$ cat src/rtl/led_request_arbiter.sv
// Fixed-priority LED bank arbiter with minimum hold time and blink.
// Optional idle heartbeat on bit 0: define LED_ARB_HEARTBEAT_EN.
module led_request_arbiter #(
  parameter int LED_WIDTH   = 8,
  parameter int NUM_REQ     = 4,
  parameter int TICK_DIV    = 125000,
  parameter int HOLD_TICKS  = 100,
  parameter int BLINK_TICKS = 250
) (
  input  logic                         clk_i,
  input  logic                         rst_i,
  input  logic [NUM_REQ-1:0]           req_i,
  input  logic [NUM_REQ*LED_WIDTH-1:0] pattern_i,
  input  logic [NUM_REQ-1:0]           blink_i,
  output logic [LED_WIDTH-1:0]         led_val_o,
  output logic [NUM_REQ-1:0]           grant_o,
  output logic                         busy_o
);

  localparam int TW = $clog2(TICK_DIV);
  localparam int HW = $clog2(HOLD_TICKS + 1);
  localparam int BW = $clog2(BLINK_TICKS + 1);

  typedef enum logic {IDLE, OWNED} state_t;

  state_t               state;
  logic [TW-1:0]        tick_cnt;
  logic [HW-1:0]        hold_cnt;
  logic [BW-1:0]        blink_cnt;
  logic                 phase;
  logic [LED_WIDTH-1:0] pat_q;
  logic                 blink_q;
  logic [LED_WIDTH-1:0] idle_val;

  logic                 tick;
  logic [NUM_REQ-1:0]   pick;
  logic                 own_req;
  logic                 hi_req;
  logic                 hold_done;
  logic                 rearb;
  logic                 grab;

  function automatic logic [LED_WIDTH-1:0] pat_sel(
    input logic [NUM_REQ-1:0]           oh,
    input logic [NUM_REQ*LED_WIDTH-1:0] p
  );
    pat_sel = '0;
    for (int k = 0; k < NUM_REQ; k++)
      if (oh[k]) pat_sel |= p[k*LED_WIDTH +: LED_WIDTH];
  endfunction

  assign tick    = (tick_cnt == TW'(TICK_DIV - 1));
  assign pick    = req_i & (~req_i + NUM_REQ'(1));
  assign own_req = |(req_i & grant_o);
  assign hi_req  = |(req_i & (grant_o - NUM_REQ'(1)));

  // Hold expires on the tick that takes the count to zero.
  assign hold_done = (hold_cnt == '0) ||
                     (hold_cnt == HW'(1) && tick);
  assign rearb = (state == OWNED) && hold_done &&
                 (!own_req || hi_req);
  assign grab  = (|req_i) && (state == IDLE || rearb);

`ifdef LED_ARB_HEARTBEAT_EN
  localparam int HBW = $clog2(2 * BLINK_TICKS + 1);
  logic [HBW-1:0] hb_cnt;
  logic           hb_bit;
  assign idle_val = LED_WIDTH'(hb_bit);
`else
  assign idle_val = '0;
`endif

  always_ff @(posedge clk_i) begin
    if (rst_i) begin
      state     <= IDLE;
      tick_cnt  <= '0;
      hold_cnt  <= '0;
      blink_cnt <= '0;
      phase     <= 1'b0;
      pat_q     <= '0;
      blink_q   <= 1'b0;
      grant_o   <= '0;
      busy_o    <= 1'b0;
      led_val_o <= '0;
`ifdef LED_ARB_HEARTBEAT_EN
      hb_cnt    <= '0;
      hb_bit    <= 1'b0;
`endif
    end else begin
      tick_cnt  <= tick ? '0 : tick_cnt + TW'(1);
      led_val_o <= (state == OWNED) ?
                   (phase ? pat_q : '0) : idle_val;
      if (grab) begin
        state     <= OWNED;
        grant_o   <= pick;
        busy_o    <= 1'b1;
        pat_q     <= pat_sel(pick, pattern_i);
        blink_q   <= |(blink_i & pick);
        hold_cnt  <= HW'(HOLD_TICKS);
        blink_cnt <= '0;
        phase     <= 1'b1;
      end else if (rearb) begin
        state   <= IDLE;
        grant_o <= '0;
        busy_o  <= 1'b0;
`ifdef LED_ARB_HEARTBEAT_EN
        hb_cnt  <= '0;
        hb_bit  <= 1'b0;
`endif
      end else if (state == OWNED) begin
        if (own_req) begin
          pat_q   <= pat_sel(grant_o, pattern_i);
          blink_q <= |(blink_i & grant_o);
        end
        if (tick && hold_cnt != '0)
          hold_cnt <= hold_cnt - HW'(1);
        if (!blink_q) begin
          phase     <= 1'b1;
          blink_cnt <= '0;
        end else if (tick) begin
          if (blink_cnt == BW'(BLINK_TICKS - 1)) begin
            blink_cnt <= '0;
            phase     <= ~phase;
          end else begin
            blink_cnt <= blink_cnt + BW'(1);
          end
        end
      end else begin
`ifdef LED_ARB_HEARTBEAT_EN
        if (tick) begin
          if (hb_cnt == HBW'(2 * BLINK_TICKS - 1)) begin
            hb_cnt <= '0;
            hb_bit <= ~hb_bit;
          end else begin
            hb_cnt <= hb_cnt + HBW'(1);
          end
        end
`endif
      end
    end
  end

endmodule

$ cat config.mk
export PLATFORM = sky130hd
export DESIGN_NAME = led_request_arbiter
export DESIGN_NICKNAME = d
export VERILOG_FILES = /design/src/rtl/led_request_arbiter.sv
export SDC_FILE = /design/constraint.sdc
export NUM_CORES = 1
export LEC_CHECK = 0
export CAP_MARGIN = 5
export CORE_ASPECT_RATIO = 1.25
export CORE_MARGIN = 3
export CORE_UTILIZATION = 50
export DETAILED_ROUTE_END_ITERATION = 10
export DONT_BUFFER_PORTS = 1
export GPL_TIMING_DRIVEN = 0
export PLACE_DENSITY = 0.68
export SLEW_MARGIN = 15
export SYNTH_ARGS = -nofsm -noshare
export SYNTH_HDL_FRONTEND = slang
export SYNTH_SLANG_ARGS = --single-unit
export TNS_END_PERCENT = 100
$ cat constraint.sdc
create_clock -name clk_i -period 2.38 [get_ports clk_i]
set_input_delay 0.476 -clock clk_i [delete_from_list [all_inputs] [get_ports clk_i]]
set_output_delay 0.476 -clock clk_i [all_outputs]
set_load 0.05 [all_outputs]
==> impl_metrics.csv <==
group,metric,value,unit
floorplan,fp.dieH,91.6,um
synth,seq_area_frac_synth,37.6,%
global_route,grt_pass1_wl,11800,um
min_path,min_path_type,"primary input to flip-flop",
setup_path,cp-start-kind,"flip-flop",
cells_and_area,area_growth,20.7,%
sta,hold_viol,0,
min_path,worst_hold_startpoint,"req_i[2]",
cts,cts-root-buf,"clkbuf_8",
floorplan,initial_core_util,52.8,%
synth,syn-cell-area,2930,um^2
synth,synth_seq_cells,55,
sta,relSlewSlack,29.5,%
cts,cts_sinks,55,
drt,firstDrtPassIters,5,
global_route,antenna_found_initial,0,
min_path,hold_path_end,"grant_o[2]$_SDFFE_PP0P_",
sta,setup-tns-final,-3.84,ns
sta,slew_violations,0,
drt,drt_wl_total,7410,um
placement,io_buffer_count,0,
floorplan,rows,30,
synth,yosysWarnings,0,
synth,synth-edff-count,0,
floorplan,io_pins,55,
sta,tightest_slew,1.05,ns
drt,antenna_left,0,
sta,setup_slack,-0.210,ns
setup_path,r2r_start,"tick_cnt[10]$_SDFF_PP0_",
drt,first_iter_violations,154,
min_path,holdPathStages,2,
setup_path,crit_type,"flip-flop to flip-flop",
cells_and_area,antennaDiodeCount,0,
synth,async_flop_share,0,%
synth,synth_cell_type_count,52,
setup_path,worst_r2r_endpoint,"pat_q[2]$_SDFFE_PP0P_",
sta,period_needed,2.59,ns
synth,syn_inst,327,
global_route,grt_pass1_vias,2458,
setup_path,critPathCaptureType,"flip-flop",
synth,ys.flop_type,"dfxtp_1",
global_route,grt_max_degree,17,
drt,via_count,2637,
cts,clk_pin_slew,0.09,ns
global_route,track_usage,21.8,%
run_status,run_status,"finished, violations left",
job,max_cap_viol_count,0,
drt,route.detailed.wl_per_inst,17.6,um
synth,postSynthAreaPerCell,8.97,um^2
run_status,violations,"negative setup slack",
cells_and_area,final_util,63.7,%
placement,place_ws,-0.422,ns
setup_path,regToRegSetupSlack,-0.21,ns
floorplan,dieArea,6820,um^2
pwr,ir_drop,0.000260,V
cts,cts_buffer_depth,2,
sta,setup_viol,26,
sta,min_period_over_period,109,%
pwr,p_leak,1.28,nW
global_route,gr-total-overflow,0,
cells_and_area,drive_above_1_share,25.0,%
setup_path,required,2.56,ns
pwr,p_per_area,582,nW/um^2
cts,cts_buffers,5,
sta,final.setup_skew,0.00795,ns
cts,cts_tree,"yes",
drt,viasPerCell,6.28,
synth,synthesis.nets,376,
cts,insertion_delay,0.31,ns
floorplan,core,5560,um^2
placement,dp_hpwl,5110,um
sta,hold_slack,0.354,ns
setup_path,crit_fanout,4,
placement,globalplace.congestion,0.868,
cts,cts_max_level,2,
setup_path,critical_path_arrival,2.77,ns
drt,route.detailed.drc,0,
cts,hold_buffers,0,
sta,timing.fmax,386,MHz
sta,grt_setup_unrepaired,"true",
floorplan,dieWidth,74.5,um
cells_and_area,layout.nets,404,
setup_path,rr_worst_depth,6,
==> layout make-up <==
type	count	area, um^2
repair buffers	23	189
fillers	456	2020
clock buffers	6	72.6
clock inverters	2	60.1
inverters	8	30.0
plain buffers	16	113
well taps	64	80.1
flip-flops and latches	55	1120
multi-input cells	246	1880
==> synthesized netlist by cell type (3+ instances only) <==
cell	n	share of area, %
a221o_1	9	3.1
or3_1	3	0.64
and2_1	10	2.1
inv_1	8	1.0
nor4_1	3	0.64
nor2_1	47	6.0
nand3_1	5	0.85
nand2_1	13	1.7
clkbuf_1	14	1.8
o21ai_0	4	0.68
xor2_1	10	3.0
a22oi_1	30	7.7
ha_1	7	3.0
xnor2_1	17	5.1
nor3_1	7	1.2
nand4_1	10	2.1
and3_1	6	1.3
a31oi_1	8	1.7
o221a_2	6	2.3
a21oi_1	13	2.2
a222oi_1	3	1.0
dfxtp_1	55	38
==> cells by family after synthesis <==
logic type	Yosys count	synth area share (%)
xor gates and xnor gates	27	8.07
AOI/OAI and AO/OA	88	24.8
DFF	55	37.6
buffers and inverters	26	3.93
adders and majority gates	7	2.99
muxes	2	0.726
and+or+nand+nor	122	22.0
==> stage by stage <==
step | total power, mW | cells | cell area [um^2]
2_1_floorplan | 1.23 | 327 | 2940
3_3_place_gp | 1.28 | 391 | 3020
3_5_place_dp | 1.29 | 392 | 3030
4_1_cts | 2.01 | 411 | 3330
5_1_grt | 2.14 | 420 | 3540
6_report | 2.06 | 420 | 3540
==> worst max path at each step <==
stage	from	to	slack [ns]	depth (start not counted)
after floorplan	tick_cnt[12]$_SDFF_PP0_	pat_q[2]$_SDFFE_PP0P_	-0.07	6
after global placement	grant_o[0]$_SDFFE_PP0P_	blink_cnt[1]$_SDFFE_PP0P_	-0.39	10
after detailed placement	grant_o[0]$_SDFFE_PP0P_	hold_cnt[1]$_SDFFE_PP0P_	-0.42	8
after CTS	tick_cnt[4]$_SDFF_PP0_	pat_q[2]$_SDFFE_PP0P_	-0.19	6
after global routing	tick_cnt[4]$_SDFF_PP0_	pat_q[2]$_SDFFE_PP0P_	-0.32	6
final	tick_cnt[10]$_SDFF_PP0_	pat_q[2]$_SDFFE_PP0P_	-0.21	6
==> power by group <==
part / leakage (nW) / internal [mW] / switching [mW] / total, mW
Clock: 0.0654 / 0.420 / 0.293 / 0.713
Sequential: 0.453 / 0.955 / 0.0606 / 1.02
Combinational: 0.756 / 0.158 / 0.171 / 0.330
==> registers in the layout, summed over array words and instances, names as in the netlist <==
register / count
state: 1
hold_cnt: 7
tick_cnt: 17
blink_cnt: 8
pat_q: 8
phase: 1
blink_q: 1
led_val_o: 8
grant_o: 4
==> metal layers <==
| layer | part of all wire, % | wire length, um | global-route usage (%) |
|---|---|---|---|
| met5 | 0 | 0 | 0 |
| met4 | 1.7 | 129 | 6.68 |
| met3 | 5.9 | 435 | 4.06 |
| met2 | 49 | 3640 | 34.8 |
| met1 | 43 | 3210 | 29.4 |
==> layout by cell type (no fill, tap or decap), types with 4 or more instances in the layout <==
master / instances
clkbuf_1: 12
o21ai_0: 4
and3_1: 6
a221o_1: 9
buf_4: 17
buf_6: 6
a31oi_1: 6
ha_1: 6
and2_1: 9
a22oi_1: 28
o221a_2: 5
nor2_2: 5
nand4_1: 10
xor2_1: 10
clkbuf_8: 5
dfxtp_1: 46
nand3_1: 5
dfxtp_2: 6
nor2_1: 40
a21oi_1: 12
nand2_1: 11
xnor2_1: 17
inv_1: 8
==> critical path, cell delays in order, from the launching register on <==
cell and delay [ns]:
dfxtp_4 0.35, or4b_4 0.55, or4_4 0.55, o21ai_4 0.25, mux2_4 0.35, a222oi_1 0.35
nor2_1 0.07
==> timing repair <==
item | 4_1_cts | 5_1_grt
buffers inserted | 12 | 10
setup endpoints to repair | 37 | 39
gates resized for setup | 24 | 31
pin swaps | 9 | 17
(Power assumes the default switching activity.)
